--- config.mk ---
export PLATFORM = sky130hd
export DESIGN_NAME = led7_scan
export DESIGN_NICKNAME = d
export VERILOG_FILES = /design/src/rtl/led7_scan.sv
export SDC_FILE = /design/constraint.sdc
export NUM_CORES = 1
export LEC_CHECK = 0
export CAP_MARGIN = 40
export CELL_PAD_IN_SITES_DETAIL_PLACEMENT = 0
export CELL_PAD_IN_SITES_GLOBAL_PLACEMENT = 1
export CORE_MARGIN = 2
export CORE_UTILIZATION = 40
export DETAILED_ROUTE_END_ITERATION = 7
export GPL_ROUTABILITY_DRIVEN = 0
export PLACE_DENSITY_LB_ADDON = 0.15
export SLEW_MARGIN = 30
export SYNTH_ARGS = -nofsm -noshare
export SYNTH_HDL_FRONTEND = slang
export SYNTH_SLANG_ARGS = --single-unit
--- constraint.sdc ---
create_clock -name clk -period 6.6 [get_ports clk]
set_input_delay 0.66 -clock clk [delete_from_list [all_inputs] [get_ports clk]]
set_output_delay 0.66 -clock clk [all_outputs]
set_load 0.005 [all_outputs]
--- src/rtl/led7_scan.sv ---
// Multiplexed 7-segment display scanner.
// Steps a one-hot digit select across NUM_DIGITS digits, SCAN_DIV clocks per digit slot,
// with GUARD blank cycles at the start of each slot to suppress ghosting. New data is
// staged in a pending register and only moves into the display register at a frame
// boundary, so a frame never shows a mix of old and new digits.
// Optional feature: define LED7_SCAN_LZB_EN for leading-zero blanking.
module led7_scan #(
  parameter int unsigned NUM_DIGITS = 8,
  parameter int unsigned SCAN_DIV   = 1000,
  parameter int unsigned GUARD      = 2
) (
  input  logic        clk,
  input  logic        rst_n,
  input  logic [31:0] data,
  input  logic        load,
  output logic [3:0]  digit_code,
  output logic        digit_on,
  output logic [7:0]  digit_sel,
  output logic        frame_start
);

  localparam logic [15:0] CntMax  = 16'(SCAN_DIV - 1);
  localparam logic [2:0]  LastIdx = 3'(NUM_DIGITS - 1);
  localparam logic [16:0] GuardW  = 17'(GUARD);

  // StWait covers the first prescaler period after reset, before slot 0 has begun.
  typedef enum logic {StWait, StScan} phase_e;

  phase_e      phase_q, phase_d;
  logic [15:0] cnt_q, cnt_d;
  logic [2:0]  idx_q, idx_d;
  logic [31:0] disp_q, disp_d;
  logic [31:0] pend_q, pend_d;
  logic        flag_q, flag_d;
  logic [3:0]  code_q, code_d;
  logic        on_q, on_d;
  logic [7:0]  sel_q, sel_d;
  logic        fs_q, fs_d;

  logic        tick;
  logic        boundary;
  logic        lit;
  logic        blank;

  // Prescaler, slot index and frame-boundary detection.
  always_comb begin
    tick     = (cnt_q == CntMax);
    cnt_d    = tick ? 16'd0 : cnt_q + 16'd1;
    phase_d  = phase_q;
    idx_d    = idx_q;
    boundary = 1'b0;
    if (tick) begin
      if (phase_q == StWait) begin
        // First tick after reset starts slot 0 rather than advancing past it.
        phase_d  = StScan;
        idx_d    = 3'd0;
        boundary = 1'b1;
      end else if (idx_q == LastIdx) begin
        idx_d    = 3'd0;
        boundary = 1'b1;
      end else begin
        idx_d    = idx_q + 3'd1;
      end
    end
  end

  // Double-buffered display data: latest load wins, committed only at a frame boundary.
  always_comb begin
    disp_d = disp_q;
    pend_d = pend_q;
    flag_d = flag_q;
    if (boundary) begin
      flag_d = 1'b0;
      if (load) begin
        disp_d = data;
      end else if (flag_q) begin
        disp_d = pend_q;
      end
    end else if (load) begin
      pend_d = data;
      flag_d = 1'b1;
    end
  end

`ifdef LED7_SCAN_LZB_EN
  logic [7:0] zero_from;
  logic       zero_run;

  // zero_from[k] is set when nibbles k..NUM_DIGITS-1 of the next display value are all zero.
  always_comb begin
    zero_run  = 1'b1;
    zero_from = '0;
    for (int k = 7; k >= 0; k--) begin
      if (k < int'(NUM_DIGITS)) begin
        zero_run = zero_run & (disp_d[4*k +: 4] == 4'd0);
      end
      zero_from[k] = zero_run;
    end
  end

  // Leading zeros go dark; digit 0 always shows.
  always_comb begin
    blank = (idx_d != 3'd0) && zero_from[idx_d];
  end
`else
  // No blanking: every digit shows its nibble.
  always_comb begin
    blank = 1'b0;
  end
`endif

  // Next-cycle output values, derived from the next-cycle state so outputs are registered.
  always_comb begin
    // cnt_d + 1 > GUARD is cnt_d >= GUARD without a constant compare when GUARD is 0.
    lit    = (phase_d == StScan) && (({1'b0, cnt_d} + 17'd1) > GuardW);
    sel_d  = lit ? (8'd1 << idx_d) : 8'd0;
    on_d   = lit && !blank;
    code_d = (phase_d == StScan) ? disp_d[{idx_d, 2'b00} +: 4] : 4'd0;
    fs_d   = boundary;
  end

  // State and output registers.
  always_ff @(posedge clk or negedge rst_n) begin
    if (!rst_n) begin
      phase_q <= StWait;
      cnt_q   <= 16'd0;
      idx_q   <= 3'd0;
      disp_q  <= 32'd0;
      pend_q  <= 32'd0;
      flag_q  <= 1'b0;
      code_q  <= 4'd0;
      on_q    <= 1'b0;
      sel_q   <= 8'd0;
      fs_q    <= 1'b0;
    end else begin
      phase_q <= phase_d;
      cnt_q   <= cnt_d;
      idx_q   <= idx_d;
      disp_q  <= disp_d;
      pend_q  <= pend_d;
      flag_q  <= flag_d;
      code_q  <= code_d;
      on_q    <= on_d;
      sel_q   <= sel_d;
      fs_q    <= fs_d;
    end
  end

  assign digit_code  = code_q;
  assign digit_on    = on_q;
  assign digit_sel   = sel_q;
  assign frame_start = fs_q;

endmodule

==> run_results.csv <==
group,metric,value,unit
critical_path,timing.rr.end,"digit_code[3]",
power,cellPowerDensity,202.2,nW/um^2
critical_path,critPathMaxStageDelay,0.66,ns
critical_path,critical_path.cell_chain,"ha_1 -> and4b_1 -> and4_1 -> nand2_1 -> inv_2 -> a32oi_1 -> nand2_1 -> o22ai_1 -> or3_1 -> o41ai_1",
synth,postSynthAreaPerCell,10.71,um^2
power,p_int,0.9281,mW
hold_path,hold_path_class,"in2async",
clocking,cts_num_sinks,99,
critical_path,crit_top_cell,"sky130_fd_sc_hd__nand2_1",
placed_design,io_buffer_count,48,
final_layout,fraction_of_final_layout_cells_with_drive_strength_greater_than_1,0.1398,
die,die-area,13630,um^2
detailed_routing,dr.first_iter.drc_count,346,
run,max_cap_viol_count,0,
clocking,worstSkewPairLatency,0.35,ns
detailed_routing,routedWlPerCell,19.24,um
die,die-width,116.8,um
clocking,clk_pin_slew,0.07,ns
critical_path,total_buffers_and_inverters_traversed_by_the_critical_path,1,
power,total_switching_power,0.2727,mW
synth,synthCells,475,
synth,yosys.area.top_type_share,0.4871,
clocking,cts_buffer_depth,2,
sta,final_count_of_negative_setup_slack_endpoints,0,
synth,synth-warning-count,0,
sta,fin_skew,0.005392,ns
sta,post-route-period-util,0.5827,
final_layout,final_nets,545,
clocking,post_cts_setup_buffer_count,0,
critical_path,cp_top_family,"simple AND/OR/NAND/NOR gates",
sta,fin_hold_viols,0,
clocking,cts_tree,"done",
placed_design,post-place-cells,665,
detailed_routing,route.detailed.vias_per_inst,5.793,
grt,grt_start_max_net_pins,66,
power,post-layout-total-power,1.201,mW
detailed_routing,routed_wl,13080,um
grt,number_of_global_route_vias_before_repair,3830,
placed_design,place_worst_setup_slack,2.806,ns
power,power.switching_fraction,0.2271,
synth,synthArstFlopShare,1.000,
power,seq_power_share,0.530,
synth,synth_most_common_cell,"sky130_fd_sc_hd__dfrtp_1",
synth,post_synth_instance_area,5086,um^2
critical_path,crit_slowest_cell,"sky130_fd_sc_hd__ha_1",
final_layout,syn2layout_area_growth,16.75,%
critical_path,reg2regPathDepth,10,
detailed_routing,drc,0,
critical_path,crit_path_max_fanout,32,
sta,grt_setup_unrepaired,"false",
synth,synth.net_count,515,
synth,synthDistinctLibCells,64,
sta,timing_worst_slew_pin_value,0.6714,ns
detailed_routing,drt-pass1-iter-count,4,
synth,synth.yosys.seq_area_share,0.4871,
critical_path,cp_data_arrival_time,4.08,ns
die,effective_utilization_at_floorplan,0.4063,
power,clockPowerShare,0.412,
sta,maxClockFrequency,0.2600,GHz
detailed_routing,routed_via_count,3939,
synth,yosys_most_used_dff,"sky130_fd_sc_hd__dfrtp_1",
synth,synth_largest_area_cell,"sky130_fd_sc_hd__dfrtp_1",
sta,report.final.slew_viol_count,0,
synth,synth.top_cells.by_area,"sky130_fd_sc_hd__dfrtp_1 (49%), sky130_fd_sc_hd__mux2_2 (7.7%), sky130_fd_sc_hd__a32oi_1 (4.6%)",
synth,synth_top_cells_by_count,"sky130_fd_sc_hd__dfrtp_1 (99), sky130_fd_sc_hd__nand2_1 (55), sky130_fd_sc_hd__mux2_2 (35), sky130_fd_sc_hd__a22oi_1 (27), sky130_fd_sc_hd__a32oi_1 (27)",
die,core_region_area,12520,um^2
grt,overflow,0,
clocking,cts.root.buffer_cell,"sky130_fd_sc_hd__clkbuf_16",
clocking,cts_hold_buffers,0,
detailed_routing,postRouteAntennaNets,0,
status,outcome,"completed",
clocking,h-tree-depth,3,
grt,grt_pass1_wl,20980,um
synth,yosys_register_bits,99,
final_layout,final_cells,680,
die,num_rows,41,
grt,total_track_usage,0.2035,
critical_path,timing.rr.start,"cnt_q[0]",
clocking,cts_inserted_buffers,9,
power,total_leakage_power,2.561,nW
clocking,ctsResizeCount,0,
final_layout,n_antenna_cell,0,
power,power.combinational.fraction,0.059,
power,ir_drop,0.1054,mV
die,die_height,116.8,um
critical_path,critical_path_start_end_classification,"reg2reg",
grt,antenna_found_initial,0,
die,io-pin-count,49,
synth,synth-edff-count,0,
sta,final_critical_path_setup_slack,2.754,ns
critical_path,reg2reg_slack,2.75,ns
sta,layout_min_cycle_time,3.846,ns
placed_design,post-dp-hpwl,8447,um
sta,fin_tns_setup,0,ns
sta,timing.max_slew.rel_slack,0.5517,
critical_path,cp-start-kind,"register",
critical_path,cp_data_required_time,6.83,ns
critical_path,endpoint_kind,"register",
power groups by stage:
stage                     clock network [mW]  logic [mW]  registers [mW]
after global routing                   0.536      0.0776           0.638
after CTS                              0.509      0.0708           0.636
after global placement                     0      0.0693           0.647
final                                  0.494      0.0706           0.636
after floorplan                            0      0.0276           0.645
after detailed placement                   0      0.0707           0.647
sequential cells by signal, indices dropped and copies added (netlist names), 3 cells and up:
| register | flops |
|---|---|
| disp_q | 32 |
| pend_q | 32 |
| digit_sel | 8 |
| digit_code | 4 |
| cnt_q | 16 |
| idx_q | 3 |
cells by family after synthesis:
family / count (synthesis) / share of synthesized area
DFF: 99 / 0.4871
adders and majority gates: 5 / 0.01230
AOI/OAI and AO/OA: 120 / 0.1835
xor gates and xnor gates: 17 / 0.03075
and+or+nand+nor: 146 / 0.1557
muxes: 39 / 0.08536
buffers and inverters: 49 / 0.04526
layout make-up:
class	instances	area [um^2]
Timing Repair Buffer	56	550.5
Multi-Input combinational cell	327	2384
Tap cell	172	215.2
Clock inverter	3	23.77
Sequential cell	99	2477
Fill cell	1189	6579
Inverter	12	45.04
Clock buffer	11	242.7
per-stage QoR:
stage	utilization	cell area [um^2]	hold WS (ns)
final	0.4744	5938	0.2605
after global routing	0.4744	5938	0.3081
after detailed placement	0.4515	5652	0.4928
after CTS	0.4728	5918	0.2761
after floorplan	-	5086	0.3644
after global placement	0.4509	5644	0.4875
worst register-to-register path, stage by stage, from the launching register on:
cell and delay, ns:
sky130_fd_sc_hd__dfrtp_1 0.59, sky130_fd_sc_hd__ha_1 0.67, sky130_fd_sc_hd__and4b_1 0.33, sky130_fd_sc_hd__and4_1 0.58, sky130_fd_sc_hd__nand2_1 0.16, sky130_fd_sc_hd__inv_2 0.53, sky130_fd_sc_hd__a32oi_1 0.21, sky130_fd_sc_hd__nand2_1 0.14
sky130_fd_sc_hd__o22ai_1 0.09, sky130_fd_sc_hd__or3_1 0.37, sky130_fd_sc_hd__o41ai_1 0.07
layout by cell type, fill, tap and decap left out, types with 4 or more instances in the layout:
master / Yosys / layout
sky130_fd_sc_hd__a211oi_1: 5 / 5
sky130_fd_sc_hd__a21oi_1: 9 / 9
sky130_fd_sc_hd__a221o_1: 4 / 4
sky130_fd_sc_hd__a22oi_1: 27 / 27
sky130_fd_sc_hd__a32oi_1: 27 / 27
sky130_fd_sc_hd__and3_1: 4 / 4
sky130_fd_sc_hd__buf_4: 6 / 8
sky130_fd_sc_hd__clkbuf_16: 0 / 9
sky130_fd_sc_hd__clkdlybuf4s50_1: 0 / 47
sky130_fd_sc_hd__dfrtp_1: 99 / 99
sky130_fd_sc_hd__ha_1: 5 / 5
sky130_fd_sc_hd__inv_1: 9 / 9
sky130_fd_sc_hd__mux2_2: 35 / 35
sky130_fd_sc_hd__mux2i_1: 4 / 4
sky130_fd_sc_hd__nand2_1: 55 / 55
sky130_fd_sc_hd__nand3_1: 9 / 9
sky130_fd_sc_hd__nand4_1: 4 / 4
sky130_fd_sc_hd__nor2_1: 20 / 19
sky130_fd_sc_hd__nor3_1: 13 / 13
sky130_fd_sc_hd__nor4_1: 11 / 11
sky130_fd_sc_hd__o21ai_0: 7 / 7
sky130_fd_sc_hd__o22ai_1: 8 / 8
sky130_fd_sc_hd__xnor2_1: 8 / 8
sky130_fd_sc_hd__xor2_1: 8 / 8
worst max-delay path by stage:
stage	from	to	slack, ns	cells past startpoint
after floorplan	cnt_q[0]	digit_sel[3]	3.91	11
after global placement	cnt_q[0]	digit_code[3]	2.64	8
after detailed placement	cnt_q[0]	digit_code[3]	2.81	10
after CTS	cnt_q[0]	digit_code[3]	2.78	10
after global routing	cnt_q[0]	digit_code[3]	2.37	10
final	cnt_q[0]	digit_code[3]	2.75	10
metal layers:
metal | wire, um | GRT usage | up-vias
met2 | 5898 | 0.2990 | 79
met1 | 6560 | 0.3081 | 1987
met4 | 204 | 0.07137 | 0
met5 | 0 | 0 | -
met3 | 419 | 0.02750 | 13
li1 | - | - | 1860
Note: power is estimated with default switching activity, not from simulation.
